===== src/rtl/fetch_if.sv =====
// Instruction memory channel between fetch and imem.
// Single-outstanding read request with in-order response.
interface fetch_if;
  logic        imem_req;
  logic [31:0] imem_addr;
  logic        imem_ready;
  logic        imem_rvalid;
  logic [31:0] imem_rdata;

  modport master (
    output imem_req,
    output imem_addr,
    input  imem_ready,
    input  imem_rvalid,
    input  imem_rdata
  );

  modport slave (
    input  imem_req,
    input  imem_addr,
    output imem_ready,
    output imem_rvalid,
    output imem_rdata
  );
endinterface


===== src/rtl/fetch.sv =====
// Beta instruction fetch stage: PC, imem requests,
// one-entry skid buffer and redirect/squash handling.
module fetch #(
  parameter logic [31:0] RESET_PC = 32'h8000_0000,
  parameter logic [31:0] ILLOP_PC = 32'h8000_0004,
  parameter logic [31:0] XADR_PC  = 32'h8000_0008,
  parameter logic [31:0] NOP_INST = 32'h83FF_F800
) (
  input  logic        clk,
  input  logic        rst,
  input  logic        stall,
  input  logic [2:0]  pc_sel,
  input  logic [31:0] branch_addr,
  input  logic [31:0] jump_addr,
  fetch_if.master     imem,
  output logic [31:0] inst,
  output logic [31:0] pc_plus_four,
  output logic        inst_valid
);

  typedef enum logic {S_REQ, S_WAIT} state_t;

  state_t      r_state;
  state_t      w_state_nxt;
  logic [31:0] r_pc;
  logic        r_squash;
  logic        w_squash_nxt;
  logic [31:0] r_skid_data;
  logic [31:0] r_skid_pc4;
  logic        r_skid_valid;
  logic [31:0] r_inst;
  logic [31:0] r_pc4;
  logic        r_valid;

  logic        w_redirect;
  logic [31:0] w_target_raw;
  logic [31:0] w_target;
  logic [31:0] w_pc_inc;
  logic        w_req;
  logic [31:0] w_addr;
  logic        w_rsp;
  logic        w_hs;
  logic        w_busy_nxt;

  // Redirect decode and target selection
  always_comb begin
    w_redirect   = (pc_sel >= 3'd1) && (pc_sel <= 3'd4);
    w_target_raw = r_pc;
    case (pc_sel)
      3'd1:    w_target_raw = branch_addr;
      3'd2:    w_target_raw = {jump_addr[31] & r_pc[31],
                               jump_addr[30:0]};
      3'd3:    w_target_raw = ILLOP_PC;
      3'd4:    w_target_raw = XADR_PC;
      default: w_target_raw = r_pc;
    endcase
    w_target = {w_target_raw[31:2], 2'b00};
    w_pc_inc = {r_pc[31], r_pc[30:0] + 31'd4};
  end

  // Request issue, response acceptance and next state
  always_comb begin
    w_req        = 1'b0;
    w_addr       = r_pc;
    w_rsp        = 1'b0;
    w_state_nxt  = r_state;
    w_squash_nxt = r_squash;
    case (r_state)
      S_REQ: begin
        w_req  = !r_skid_valid;
        w_addr = r_pc;
      end
      S_WAIT: begin
        if (imem.imem_rvalid && !r_squash) begin
          w_rsp = 1'b1;
          if (!stall && !r_skid_valid) begin
            w_req  = 1'b1;
            w_addr = w_pc_inc;
          end
        end
      end
      default: begin
        w_req = 1'b0;
      end
    endcase
    w_req = w_req & !rst;
    w_hs  = w_req & imem.imem_ready;
    // A request is in flight next cycle if one is
    // still pending or one is accepted now.
    w_busy_nxt = ((r_state == S_WAIT) && !imem.imem_rvalid)
               || w_hs;
    w_state_nxt = w_busy_nxt ? S_WAIT : S_REQ;
    if (w_redirect)
      w_squash_nxt = w_busy_nxt;
    else if ((r_state == S_WAIT) && imem.imem_rvalid)
      w_squash_nxt = 1'b0;
  end

  assign imem.imem_req  = w_req;
  assign imem.imem_addr = w_addr;

  // FSM state, squash flag and program counter
  always_ff @(posedge clk) begin
    if (rst) begin
      r_state  <= S_REQ;
      r_squash <= 1'b0;
      r_pc     <= RESET_PC;
    end else begin
      r_state  <= w_state_nxt;
      r_squash <= w_squash_nxt;
      if (w_redirect)
        r_pc <= w_target;
      else if (w_rsp)
        r_pc <= w_pc_inc;
    end
  end

  // Output register and skid buffer
  always_ff @(posedge clk) begin
    if (rst) begin
      r_inst       <= NOP_INST;
      r_pc4        <= 32'h0;
      r_valid      <= 1'b0;
      r_skid_data  <= 32'h0;
      r_skid_pc4   <= 32'h0;
      r_skid_valid <= 1'b0;
    end else if (w_redirect) begin
      r_inst       <= NOP_INST;
      r_valid      <= 1'b0;
      r_skid_valid <= 1'b0;
    end else begin
      if (!stall) begin
        if (r_skid_valid) begin
          r_inst       <= r_skid_data;
          r_pc4        <= r_skid_pc4;
          r_valid      <= 1'b1;
          r_skid_valid <= 1'b0;
        end else if (w_rsp) begin
          r_inst  <= imem.imem_rdata;
          r_pc4   <= w_pc_inc;
          r_valid <= 1'b1;
        end else begin
          r_inst  <= NOP_INST;
          r_valid <= 1'b0;
        end
      end
      if (w_rsp && (stall || r_skid_valid)) begin
        r_skid_data  <= imem.imem_rdata;
        r_skid_pc4   <= w_pc_inc;
        r_skid_valid <= 1'b1;
      end
    end
  end

  assign inst         = r_inst;
  assign pc_plus_four = r_pc4;
  assign inst_valid   = r_valid;

endmodule


===== src/flat_wrapper.sv =====
// flat-port wrapper written by rule: the top's interface ports become plain ports
module fetch_flat 
#(
  parameter logic [31:0] RESET_PC = 32'h8000_0000,
  parameter logic [31:0] ILLOP_PC = 32'h8000_0004,
  parameter logic [31:0] XADR_PC  = 32'h8000_0008,
  parameter logic [31:0] NOP_INST = 32'h83FF_F800
)
  (clk, rst, stall, pc_sel, branch_addr, jump_addr, inst, pc_plus_four, inst_valid, imem_imem_req, imem_imem_addr, imem_imem_ready, imem_imem_rvalid, imem_imem_rdata);
  fetch_if imem_i ();
  input  logic clk;
  input  logic rst;
  input  logic stall;
  input  logic [2:0] pc_sel;
  input  logic [31:0] branch_addr;
  input  logic [31:0] jump_addr;
  output logic [31:0] inst;
  output logic [31:0] pc_plus_four;
  output logic inst_valid;
  output wire logic [$bits(imem_i.imem_req)-1:0] imem_imem_req;
  output wire logic [$bits(imem_i.imem_addr)-1:0] imem_imem_addr;
  input wire logic [$bits(imem_i.imem_ready)-1:0] imem_imem_ready;
  input wire logic [$bits(imem_i.imem_rvalid)-1:0] imem_imem_rvalid;
  input wire logic [$bits(imem_i.imem_rdata)-1:0] imem_imem_rdata;
  assign imem_imem_req = imem_i.imem_req;
  assign imem_imem_addr = imem_i.imem_addr;
  assign imem_i.imem_ready = imem_imem_ready;
  assign imem_i.imem_rvalid = imem_imem_rvalid;
  assign imem_i.imem_rdata = imem_imem_rdata;
  fetch #(.RESET_PC(RESET_PC), .ILLOP_PC(ILLOP_PC), .XADR_PC(XADR_PC), .NOP_INST(NOP_INST)) u_core (.clk(clk), .rst(rst), .stall(stall), .pc_sel(pc_sel), .branch_addr(branch_addr), .jump_addr(jump_addr), .imem(imem_i), .inst(inst), .pc_plus_four(pc_plus_four), .inst_valid(inst_valid));
endmodule

===== config.mk =====
export PLATFORM = sky130hd
export DESIGN_NAME = fetch_flat
export DESIGN_NICKNAME = d
export VERILOG_FILES = /design/src/rtl/fetch_if.sv /design/src/rtl/fetch.sv /design/src/flat_wrapper.sv
export SDC_FILE = /design/constraint.sdc
export NUM_CORES = 1
export LEC_CHECK = 0
export ABC_AREA = 1
export CAP_MARGIN = 0
export CELL_PAD_IN_SITES_DETAIL_PLACEMENT = 0
export CELL_PAD_IN_SITES_GLOBAL_PLACEMENT = 1
export CORE_ASPECT_RATIO = 1.5
export CORE_MARGIN = 3
export CORE_UTILIZATION = 37
export DETAILED_ROUTE_END_ITERATION = 7
export GPL_TIMING_DRIVEN = 0
export PLACE_DENSITY = 0.93
export SYNTH_ARGS = -nofsm -noshare
export SYNTH_HDL_FRONTEND = slang
export SYNTH_SLANG_ARGS = --single-unit

===== constraint.sdc =====
create_clock -name clk -period 3.62 [get_ports clk]
set_input_delay 0.724 -clock clk [delete_from_list [all_inputs] [get_ports clk]]
set_output_delay 0.724 -clock clk [all_outputs]
set_load 0.01 [all_outputs]

==> metrics.yaml <==
clk_pin_slew_ns: 0.06
slowest_delay_ns: 0.59
p_seq_share_pct: 41.8
path_cells: "clkdlybuf4s50_1, nand2_1, nor2_4, nand2_1, buf_2, buf_2, nand2_1, o21ai_1, clkdlybuf4s50_1"
synth_edf_count: 0
layout_min_cycle_time_ns: 3.57
antenna_found_initial: 0
root_buffer: "clkbuf_16"
clkLatencyLatePin_ns: 0.43
fmax_ghz: 0.280
setup_violations: 0
cp_common_cell: "nand2_1"
critical_path_arrival_ns: 2.85
p_leak_uw: 0.00434
grt_max_degree: 17
synthArstFlopShare_pct: 0
p_int_uw: 3240
crit_required_ns: 2.90
hold_class: "reg -> reg"
rows: 64
core_area_um2: 20500
port_buffers: 192
clockBufferDepth: 2
switching_share_pct: 27.5
synthMuxAreaShare_pct: 0.129
cp_slowest_cell: "clkdlybuf4s50_1"
cts_sinks: 158
setup_ws_ns: 0.0469
fin_crit_sh_pct: 98.7
grt_pass1_vias: 8582
rsz0062_at_grt: "true"
stdcell_count: 1681
place_inst: 1648
synth-main-ff-cell: "dfxtp_1"
synthesis.area_um2: 7780
cp_max_fo: 10
routed_wl_um: 28800
timing.setup.tns_ns: 0
gp_congestion: 0.944
switching_power_uw: 1230
relSlewSlack_pct: 49.0
synthAdderAreaFrac_pct: 0.161
synth_compound_area_share_pct: 21.4
ys_ff_latch: 158
dpl_cell_area_um2: 10000
syn_inst: 1189
drtAntennaViolNets: 0
grt_pass1_wl_um: 44900
final_common_cell: "nand2_1"
power_frac_clock_pct: 42.9
powerDensity_nw_per_um2: 416
hpwl_um: 22100
drive_above_1_share_pct: 6.28
synthXorXnorAreaFrac_pct: 1.58
drtPass1Iterations: 5
fin_skew_ns: 0.0112
die_y_um: 184
status: "completed"
synth-simple-area-share_pct: 27.7
tightest_slew_ns: 0.765
ctsHoldBuffers: 0
worst_setup_path_start_kind: "input pin"
finalHoldViolCount: 0
ioPinCount: 202
syn2layout_area_growth_pct: 38.0
n_antenna_cell: 0
final_cell_mix: "271 x nand2_1, 218 x nor2_1, 190 x clkdlybuf4s50_1"
cts_max_level: 4
end_kind: "output port"
pre_cts_slack_ns: -0.555
slew_violations: 0
wl_per_cell_um: 17.1
synth_top_family_by_area: "simple AND/OR/NAND/NOR gates"
final_area_um2: 10700
dieArea_um2: 22800
die_x_um: 124
hold_ws_ns: 0.474
ys_types: 34
drc: 0
ir_worst_vdd_mv: 0.299
avgSynthCellArea_um2: 6.54
cts_tree: "built"
initial_core_util_pct: 37.9
routed_via_density: 5.17
final.fill_count: 2125
maxCapViolations: 0
cts_buffers: 17
combPwrFrac_pct: 15.3
vias: 8686
ys_seq_area_share_pct: 40.7
path_class: "in -> out"
grtUsageTotal_pct: 24.7
nNetsFinal: 1509
yosys_warnings: 0
drt_iter0_markers: 645
grt_overflow: 0
[area by class of cell]
class | count | area (um2) | share of cell area (%)
Buffer | 79 | 387 | 3.60
Tap cell | 264 | 330 | 3.08
Clock inverter | 14 | 180 | 1.68
Clock buffer | 18 | 439 | 4.09
Multi-Input combinational cell | 885 | 4030 | 37.6
Inverter | 70 | 268 | 2.49
Sequential cell | 158 | 3160 | 29.5
Timing Repair Buffer | 193 | 1930 | 18.0
[critical path, delay by kind of cell]
kind	cells	cell delay [ns]
compound gates	1	0.16
buf+inv	4	1.59
simple gates	4	0.37
[cell usage after synthesis (2+ instances only)]
master	number	share of area, %
nand2_1	272	13
nor2_1	220	11
dfxtp_1	158	41
o21ai_0	144	9.3
a21oi_1	126	8.1
inv_1	65	3.1
clkbuf_1	48	2.3
nand3_1	37	2.4
o22ai_1	16	1.3
o21ai_1	15	0.97
buf_2	14	0.90
a31oi_1	10	0.80
xor2_1	10	1.1
buf_4	9	0.87
buf_1	4	0.19
buf_6	4	0.58
inv_2	4	0.19
nand3b_1	4	0.39
nor2_2	4	0.32
xnor2_1	4	0.45
a211oi_2	3	0.48
nand2_2	2	0.16
nand4_1	2	0.16
nor2_4	2	0.29
o211ai_1	2	0.19
o21bai_1	2	0.19
[power by group through the flow]
stage,Clock [uW],Sequential [uW],Combinational [uW]
3_3_place_gp,0,1900,670
3_5_place_dp,0,1900,672
6_report,1910,1870,682
2_1_floorplan,0,1900,327
5_1_grt,1990,1870,751
4_1_cts,1920,1860,681
[registers in the layout, summed over array words and instances (netlist names)]
register / count
u_core.inst_valid: 1
u_core.pc_plus_four: 30
u_core.r_skid_valid: 1
u_core.r_state: 1
u_core.r_skid_pc4: 30
u_core.r_pc: 30
u_core.r_skid_data: 32
u_core.inst: 32
u_core.r_squash: 1
[cells by family (layout without fill, tap and decap cells)]
group,count (synthesis),in the layout
xor+xnor,14,14
simple gates,546,546
flops,158,158
other cells,1,4
compound gates,319,319
buf+inv,149,374
mux,1,1
fa+ha+maj,1,1
[per-stage QoR]
step / total power [uW] / util, %
after floorplan: 2220 / -
after global placement: 2570 / 49.0
after detailed placement: 2570 / 49.0
after CTS: 4460 / 52.2
after global routing: 4620 / 52.4
final: 4460 / 52.4
[metal layers]
metal	wire [um]	part of all wire, %	track usage, %
met2	15100	52	47.1
met1	11100	38	26.7
met3	1490	5.2	3.69
met5	0	0	0
met4	1150	4.0	11.3
[timing repair]
item                                    CTS  global route
endpoints found under the setup margin   30            12
buffers inserted                          1             0
cloned                                    0             0
hold endpoints to repair                  0             0
pin swaps                                 1             0
gates resized for setup                  13            13
[final timing paths]
check / startpoint / endpoint / slack, ns / cells after the start
max: imem_imem_rvalid / imem_imem_addr[20] / 0.05 / 9
min reg2reg: u_core.inst[12] / u_core.inst[12] / 0.47 / 2
max reg2reg: u_core.r_state / u_core.pc_plus_four[30] / 1.71 / 10
min: u_core.inst[12] / u_core.inst[12] / 0.47 / 2
Note: power is estimated with default switching activity, not from simulation.
